[config.mk]
export PLATFORM = sky130hd
export DESIGN_NAME = mul_div_unit
export DESIGN_NICKNAME = d
export VERILOG_FILES = /design/src/rtl/types_pkg.sv /design/src/rtl/mdu_shift_core.sv /design/src/rtl/mul_div_unit.sv
export SDC_FILE = /design/constraint.sdc
export NUM_CORES = 1
export LEC_CHECK = 0
export ABC_AREA = 1
export ABC_CLOCK_PERIOD_IN_PS = 8100
export BUFFER_PORTS_ARGS = -buffer_cell sky130_fd_sc_hd__buf_2
export CELL_PAD_IN_SITES_DETAIL_PLACEMENT = 1
export CELL_PAD_IN_SITES_GLOBAL_PLACEMENT = 1
export CORE_MARGIN = 5
export CORE_UTILIZATION = 35
export CTS_BUF_LIST = sky130_fd_sc_hd__clkbuf_16
export CTS_CLUSTER_DIAMETER = 40
export CTS_CLUSTER_SIZE = 14
export DETAILED_ROUTE_END_ITERATION = 16
export GPL_TIMING_DRIVEN = 1
export PLACE_DENSITY_LB_ADDON = 0.25
export SETUP_SLACK_MARGIN = 0.1
export SYNTH_ARGS = -nofsm -noshare
export SYNTH_HDL_FRONTEND = slang
export SYNTH_HIERARCHICAL = 1
export SYNTH_SLANG_ARGS = --single-unit
[constraint.sdc]
create_clock -name clk -period 8.1 [get_ports clk]
set_clock_uncertainty 0.05 [all_clocks]
set_input_delay 0.405 -clock clk [delete_from_list [all_inputs] [get_ports clk]]
set_output_delay 0.405 -clock clk [all_outputs]
set_load 0.03 [all_outputs]
[src/rtl/types_pkg.sv]
// Shared types for the multiply/divide unit: operation encoding, FSM states,
// counter width and the instruction-decode constants that route an R-type
// instruction to the unit.
package types_pkg;

   localparam int XLEN      = 32;
   localparam int MDU_CNT_W = $clog2(XLEN) + 1;

   // RISC-V M-extension funct3 encoding
   typedef enum logic [2:0] {
      MUL    = 3'b000,
      MULH   = 3'b001,
      MULHSU = 3'b010,
      MULHU  = 3'b011,
      DIV    = 3'b100,
      DIVU   = 3'b101,
      REM    = 3'b110,
      REMU   = 3'b111
   } mdop_e;

   typedef enum logic [1:0] {
      MDU_IDLE = 2'b00,
      MDU_BUSY = 2'b01,
      MDU_DONE = 2'b10
   } mdu_state_e;

   localparam logic [6:0] OP_R_TYPE  = 7'b011_0011;
   localparam logic [6:0] MDU_FUNCT7 = 7'b000_0001;

   // True when an instruction belongs to the multiply/divide unit
   function automatic logic is_mdu_instr(input logic [6:0] opcode, input logic [6:0] funct7);
      return (opcode == OP_R_TYPE) && (funct7 == MDU_FUNCT7);
   endfunction

endpackage

[src/rtl/mdu_shift_core.sv]
// One iteration of the shared shift/accumulate datapath.
// Multiply: radix-2 shift-add, accumulator = {partial product, multiplier}.
// Divide:   restoring division, accumulator = {remainder, quotient/dividend}.
// The divide step exists only when MUL_DIV_UNIT_DIV_EN is defined.
module mdu_shift_core #(
   parameter int XLEN = 32
) (
`ifdef MUL_DIV_UNIT_DIV_EN
   input  logic              i_is_div,
`endif
   input  logic [2*XLEN-1:0] i_acc,
   input  logic [XLEN-1:0]   i_m,
   output logic [2*XLEN-1:0] o_acc_next
);

`ifdef MUL_DIV_UNIT_DIV_EN
   logic [XLEN:0]   w_x;
   logic [XLEN+1:0] w_y;
   logic [XLEN+1:0] w_sum;

   // Single adder shared by both ops: add for multiply, subtract for divide
   always_comb begin
      w_x   = i_is_div ? i_acc[2*XLEN-1:XLEN-1] : {1'b0, i_acc[2*XLEN-1:XLEN]};
      w_y   = i_is_div ? ~{2'b00, i_m} : {2'b00, i_m};
      w_sum = {1'b0, w_x} + w_y + {{(XLEN+1){1'b0}}, i_is_div};
   end

   // Select the next accumulator value for the active operation
   always_comb begin
      o_acc_next = i_acc;
      if (i_is_div) begin
         // sign bit clear means the shifted remainder covered the divisor
         if (!w_sum[XLEN+1])
            o_acc_next = {w_sum[XLEN-1:0], i_acc[XLEN-2:0], 1'b1};
         else
            o_acc_next = {i_acc[2*XLEN-2:0], 1'b0};
      end else begin
         if (i_acc[0])
            o_acc_next = {w_sum[XLEN:0], i_acc[XLEN-1:1]};
         else
            o_acc_next = {1'b0, i_acc[2*XLEN-1:1]};
      end
   end
`else
   logic [XLEN:0] w_sum;

   // Multiply-only adder: partial product plus multiplicand
   always_comb begin
      w_sum = {1'b0, i_acc[2*XLEN-1:XLEN]} + {1'b0, i_m};
   end

   // Add when the current multiplier bit is set, then shift right
   always_comb begin
      if (i_acc[0])
         o_acc_next = {w_sum, i_acc[XLEN-1:1]};
      else
         o_acc_next = {1'b0, i_acc[2*XLEN-1:1]};
   end
`endif

endmodule

[src/rtl/mul_div_unit.sv]
// Iterative RISC-V M-extension multiply/divide unit.
// Operands are reduced to magnitudes on accept, iterated one bit per cycle
// in mdu_shift_core, and sign-corrected on the last iteration.
// Optional divider: define MUL_DIV_UNIT_DIV_EN. Without it, divide/remainder
// ops complete in one cycle with an all-ones result.
module mul_div_unit #(
   parameter int XLEN         = types_pkg::XLEN,
   parameter bit SIGNED_FIXUP = 1'b1
) (
   input  logic             clk,
   input  logic             rst_n,
   input  logic             flush,
   input  logic             in_valid,
   output logic             in_ready,
   input  types_pkg::mdop_e op,
   input  logic [XLEN-1:0]  a,
   input  logic [XLEN-1:0]  b,
   output logic             out_valid,
   input  logic             out_ready,
   output logic [XLEN-1:0]  result,
   output logic             busy
);
   import types_pkg::*;

   // Equals MDU_CNT_W at the default width; derived locally for XLEN = 64
   localparam int               CNT_W    = $clog2(XLEN) + 1;
   localparam logic [CNT_W-1:0] CNT_LAST = CNT_W'(XLEN - 1);
   localparam logic [CNT_W-1:0] CNT_ONE  = CNT_W'(1);

   mdu_state_e        r_state;
   mdu_state_e        w_state_next;
   logic [CNT_W-1:0]  r_cnt;
   logic [2*XLEN-1:0] r_acc;
   logic [2*XLEN-1:0] w_acc_next;
   logic [XLEN-1:0]   r_m;
   mdop_e             r_op;
   logic              r_neg;
   logic [XLEN-1:0]   r_result;

   logic              w_accept;
   logic              w_last;
   logic              w_is_div;
   logic              w_a_sgn;
   logic              w_b_sgn;
   logic              w_a_neg;
   logic              w_b_neg;
   logic              w_res_neg;
   logic [XLEN-1:0]   w_a_mag;
   logic [XLEN-1:0]   w_b_mag;
   logic              w_special;
   logic [XLEN-1:0]   w_special_res;
   logic [2*XLEN-1:0] w_mul_full;
   logic [XLEN-1:0]   w_final;
`ifdef MUL_DIV_UNIT_DIV_EN
   logic              w_r_is_div;
   logic              w_r_is_rem;
   logic [XLEN-1:0]   w_div_raw;
`endif

   function automatic logic [XLEN-1:0] neg_x(input logic [XLEN-1:0] v);
      return -v;
   endfunction

   function automatic logic [2*XLEN-1:0] neg_2x(input logic [2*XLEN-1:0] v);
      return -v;
   endfunction

   assign w_accept = (r_state == MDU_IDLE) && in_valid && !flush;
   assign w_last   = (r_cnt == CNT_LAST);
   assign w_is_div = op inside {DIV, DIVU, REM, REMU};

   // Operand signedness, magnitudes and sign of the final result
   always_comb begin
      w_a_sgn = 1'b0;
      w_b_sgn = 1'b0;
      if (SIGNED_FIXUP) begin
         unique case (op)
            MULH, DIV, REM: begin
               w_a_sgn = 1'b1;
               w_b_sgn = 1'b1;
            end
            MULHSU:  w_a_sgn = 1'b1;
            default: ;
         endcase
      end
      w_a_neg   = w_a_sgn & a[XLEN-1];
      w_b_neg   = w_b_sgn & b[XLEN-1];
      w_a_mag   = w_a_neg ? neg_x(a) : a;
      w_b_mag   = w_b_neg ? neg_x(b) : b;
      // remainder takes the dividend's sign; everything else the product sign
      w_res_neg = (op == REM) ? w_a_neg : (w_a_neg ^ w_b_neg);
   end

`ifdef MUL_DIV_UNIT_DIV_EN
   // Single-cycle divide cases: divide by zero and signed overflow
   always_comb begin
      logic div_zero;
      logic div_ovf;
      div_zero      = (b == '0);
      div_ovf       = SIGNED_FIXUP && (op inside {DIV, REM}) &&
                      (a == {1'b1, {(XLEN-1){1'b0}}}) && (b == '1);
      w_special     = w_is_div && (div_zero || div_ovf);
      w_special_res = '1;
      if (div_zero)
         w_special_res = (op inside {REM, REMU}) ? a : '1;
      else if (div_ovf)
         w_special_res = (op == REM) ? '0 : a;
   end
`else
   // Without a divider every divide/remainder op finishes at once with all ones
   always_comb begin
      w_special     = w_is_div;
      w_special_res = '1;
   end
`endif

   // FSM state register
   always_ff @(posedge clk) begin
      if (!rst_n)
         r_state <= MDU_IDLE;
      else
         r_state <= w_state_next;
   end

   // FSM next state; flush overrides accept and handshake
   always_comb begin
      w_state_next = r_state;
      if (flush) begin
         w_state_next = MDU_IDLE;
      end else begin
         unique case (r_state)
            MDU_IDLE: if (in_valid) w_state_next = w_special ? MDU_DONE : MDU_BUSY;
            MDU_BUSY: if (w_last)   w_state_next = MDU_DONE;
            MDU_DONE: if (out_ready) w_state_next = MDU_IDLE;
            default:  w_state_next = MDU_IDLE;
         endcase
      end
   end

   // FSM outputs
   always_comb begin
      in_ready  = (r_state == MDU_IDLE);
      busy      = (r_state != MDU_IDLE);
      out_valid = (r_state == MDU_DONE);
   end

   // Iteration counter and result register
   always_ff @(posedge clk) begin
      if (!rst_n) begin
         r_cnt    <= '0;
         r_result <= '0;
      end else if (flush) begin
         r_cnt <= '0;
      end else if (w_accept) begin
         r_cnt <= '0;
         if (w_special)
            r_result <= w_special_res;
      end else if (r_state == MDU_BUSY) begin
         if (w_last) begin
            r_cnt    <= '0;
            r_result <= w_final;
         end else begin
            r_cnt <= r_cnt + CNT_ONE;
         end
      end
   end

   // Operand capture on accept, accumulator update while iterating
   always_ff @(posedge clk) begin
      if (w_accept) begin
         r_op  <= op;
         r_neg <= w_res_neg;
`ifdef MUL_DIV_UNIT_DIV_EN
         r_m   <= w_is_div ? w_b_mag : w_a_mag;
         r_acc <= {{XLEN{1'b0}}, (w_is_div ? w_a_mag : w_b_mag)};
`else
         r_m   <= w_a_mag;
         r_acc <= {{XLEN{1'b0}}, w_b_mag};
`endif
      end else if (r_state == MDU_BUSY) begin
         r_acc <= w_acc_next;
      end
   end

   mdu_shift_core #(
      .XLEN (XLEN)
   ) u_core (
`ifdef MUL_DIV_UNIT_DIV_EN
      .i_is_div   (w_r_is_div),
`endif
      .i_acc      (r_acc),
      .i_m        (r_m),
      .o_acc_next (w_acc_next)
   );

`ifdef MUL_DIV_UNIT_DIV_EN
   assign w_r_is_div = r_op inside {DIV, DIVU, REM, REMU};
   assign w_r_is_rem = r_op inside {REM, REMU};
`endif

   // Sign correction and half selection applied to the final iteration
   always_comb begin
      w_mul_full = r_neg ? neg_2x(w_acc_next) : w_acc_next;
      w_final    = (r_op == MUL) ? w_mul_full[XLEN-1:0] : w_mul_full[2*XLEN-1:XLEN];
`ifdef MUL_DIV_UNIT_DIV_EN
      w_div_raw  = w_r_is_rem ? w_acc_next[2*XLEN-1:XLEN] : w_acc_next[XLEN-1:0];
      if (w_r_is_div)
         w_final = r_neg ? neg_x(w_div_raw) : w_div_raw;
`endif
   end

   assign result = r_result;

endmodule

==> impl_results.md <==
* Yosys warns at 6
* Avg WL per Cell at 18.4 um
* Synthesized flop and latch total at 140
* RD Place Congestion at 0.927
* 1st-iter DRT viols at 791
* CP max stage cell: edfxtp_1
* Final Setup Violations at 0
* Antenna violations before repair at 0
* Final count of pins violating max slew at 0
* Layout cells sized above 1 at 0.101
* Critical path's top delay family: simple AND/OR/NAND/NOR gates
* Tcrit/Tclk final at 0.460
* All-layer global routing usage at 0.239
* CTS tree: done
* CTS Buffer Depth at 2
* Filler cells at 4828
* CP startpoint kind: flop
* Hold-fix buffers, CTS at 0
* Clock latency on the worst-skew pair at 460 ps
* Post-layout min period at 3730 ps
* Clock Sinks at 140
* Syn Inst Count at 2049
* DRT antenna net count at 0
* CTS root buffer: clkbuf_16
* Core area at 35400 um^2
* Grt total ovfl at 0
* Max incr delay on CP at 940 ps
* Setup TNS at 0 ps
* CTS resizes at 0
* Num CTS Buffers at 17
* # Max-Cap Violations at 0
* Unrepaired setup endpoints after global routing: false
* Port Buffers at 106
* Synth Area per Inst at 6.11 um^2
* Drt drc at 0
* Slew @ Worst Pin at 908 ps
* Vias in the first global route at 13549
* Post-Synthesis Net Count at 2158
* DRT Pass-1 Iters at 5
* Die Y-Extent at 199 um
* Status: finished, final reports clean
* Critical Path End Type: flop
* CP cell instances: inv_1 -> buf_4 -> nand2_1 -> o21ai_0 -> nor2_1 -> nand3_1 -> nor2_1 -> nand2_1 -> nand2_1 -> nand2_1 -> nand2_1 -> nand3_1 -> a21oi_1
* Worst min path class: primary input to flop
* Clk pin slew, worst setup/hold paths at 60 ps
* Starting Density at 0.353
* WL final at 47200 um
* Worst Path Required at 8440 ps
* Die area at 39600 um^2
* Setup Buffers After CTS at 0
* Netlist cell types at 51
* DIE WIDTH at 199 um
* Critical path peak fanout at 43
* HPWL Detailed at 38500 um
* Most used cell, CP: nand2_1
* Crit path kind: flop to flop
* Highest ir drop seen on vdd at 156 uV
* Final Net Count at 2205
* Max frequency at 268 MHz
* Largest net degree at the start of global routing at 66
* Inst Count DP at 2538
* Ant diodes at 0
* Area Growth Syn to Fin at 9.72%
* Critical path arrival at 4070 ps
* I/O pin total at 107
* Power Density at 168 nW/um^2
* Seq/Total Area, Yosys at 0.278
* Global-route wire length before repair at 73900 um
* H-Tree Level Count at 4
* Rows at 69
* Vias per cell at 5.15
* Hold Vio Cnt, Final at 0
* Max-slew headroom at 0.394
* Vias post-DR at 13238
* Buf/Inv on CP at 2
* Leak at 6.75 nW
* Final non-filler cell total at 2570
* Netlist Area Pre-Place at 12500 um^2
==> worst paths after layout <==
path / to / slack, ps / from / cells after the start
setup reg to reg: result[6] / 4370 / r_acc[0] / 13
setup / recovery: result[6] / 4370 / r_acc[0] / 13
hold reg to reg: r_cnt[4] / 420 / r_cnt[4] / 2
hold / removal: r_op[1] / 90 / op[1] / 1
==> logic make-up after synthesis <==
| kind of cell | synth area share |
|---|---|
| compound gates | 0.118 |
| xor+xnor | 0.0413 |
| fa+ha+maj | 0.0376 |
| buf+inv | 0.127 |
| flops | 0.278 |
| simple gates | 0.398 |
==> synthesized netlist by cell type, drive strengths merged <==
| cell type | instances | area share |
|---|---|---|
| nor3b | 2 | 0.0012 |
| a221oi | 1 | 0.00070 |
| a211oi | 1 | 0.00060 |
| o2111ai | 1 | 0.00070 |
| o21ai | 159 | 0.065 |
| nor2 | 262 | 0.086 |
| a31oi | 2 | 0.0010 |
| dfxtp | 72 | 0.12 |
| nor4 | 3 | 0.0027 |
| buf | 69 | 0.035 |
| nor3 | 22 | 0.010 |
| edfxtp | 68 | 0.16 |
| o21bai | 6 | 0.0057 |
| xnor2 | 19 | 0.013 |
| a21o | 2 | 0.0012 |
| o31ai | 3 | 0.0026 |
| and3 | 1 | 0.00050 |
| ha | 36 | 0.036 |
| clkbuf | 16 | 0.0048 |
| nand3b | 5 | 0.0030 |
| o211ai | 4 | 0.0024 |
| nand2 | 650 | 0.20 |
| or2 | 6 | 0.0030 |
| inv | 288 | 0.086 |
| o41ai | 1 | 0.00070 |
| nand3 | 198 | 0.083 |
| xor2 | 40 | 0.028 |
| fa | 1 | 0.0016 |
| a21oi | 89 | 0.037 |
| and2 | 1 | 0.00050 |
| nand4 | 21 | 0.011 |
==> power breakdown <==
part           switching (mW)  internal (mW)
Clock                   0.332          0.446
Combinational           0.484          0.195
Sequential             0.0493          0.803
Total                   0.864           1.44
==> stage by stage <==
stage / setup slack (ps) / hold WS (ps) / cell area, um^2 / utilization / power [mW]
global route: 4090 / 75.7 / 13700 / 0.388 / 2.44
detailed placement: 4440 / 414 / 13200 / 0.372 / 1.54
floorplan: 5290 / 394 / 12500 / - / 1.32
finish: 4370 / 93.9 / 13700 / 0.388 / 2.31
global placement: 4450 / 412 / 13200 / 0.372 / 1.53
CTS: 4420 / 76.6 / 13700 / 0.388 / 2.32
==> per-layer routing <==
layer	GRT usage	vias up	wire, um
met5	0	-	0
met2	0.396	236	21900
met3	0.0336	51	1880
li1	-	6598	-
met4	0.0626	0	988
met1	0.328	6353	22400
==> final cells by class <==
type                    count  area (um^2)  share of cell area
clock buffers              17          425              0.0310
clock inverters            15          131             0.00957
inverters                 288         1080              0.0788
multi-input cells        1536         7440               0.542
flip-flops and latches    140         3480               0.254
well taps                 461          577              0.0420
repair buffers            113          583              0.0425
==> registers in the layout (all words and copies together), names as in the netlist <==
name and cells:
r_acc 64, r_neg 1, r_cnt 6, r_state 2
r_m 32, result 32, r_op 3
==> cell usage in the layout (no fill, tap or decap), types with 36 or more instances in the layout <==
| master | n |
|---|---|
| nand3_1 | 192 |
| dfxtp_1 | 72 |
| inv_1 | 279 |
| o21ai_0 | 134 |
| buf_2 | 106 |
| nor2_1 | 247 |
| ha_1 | 36 |
| a21oi_1 | 83 |
| nand2_1 | 632 |
| xor2_1 | 40 |
| edfxtp_1 | 68 |
No activity file was read; power rests on OpenSTA's default activity.
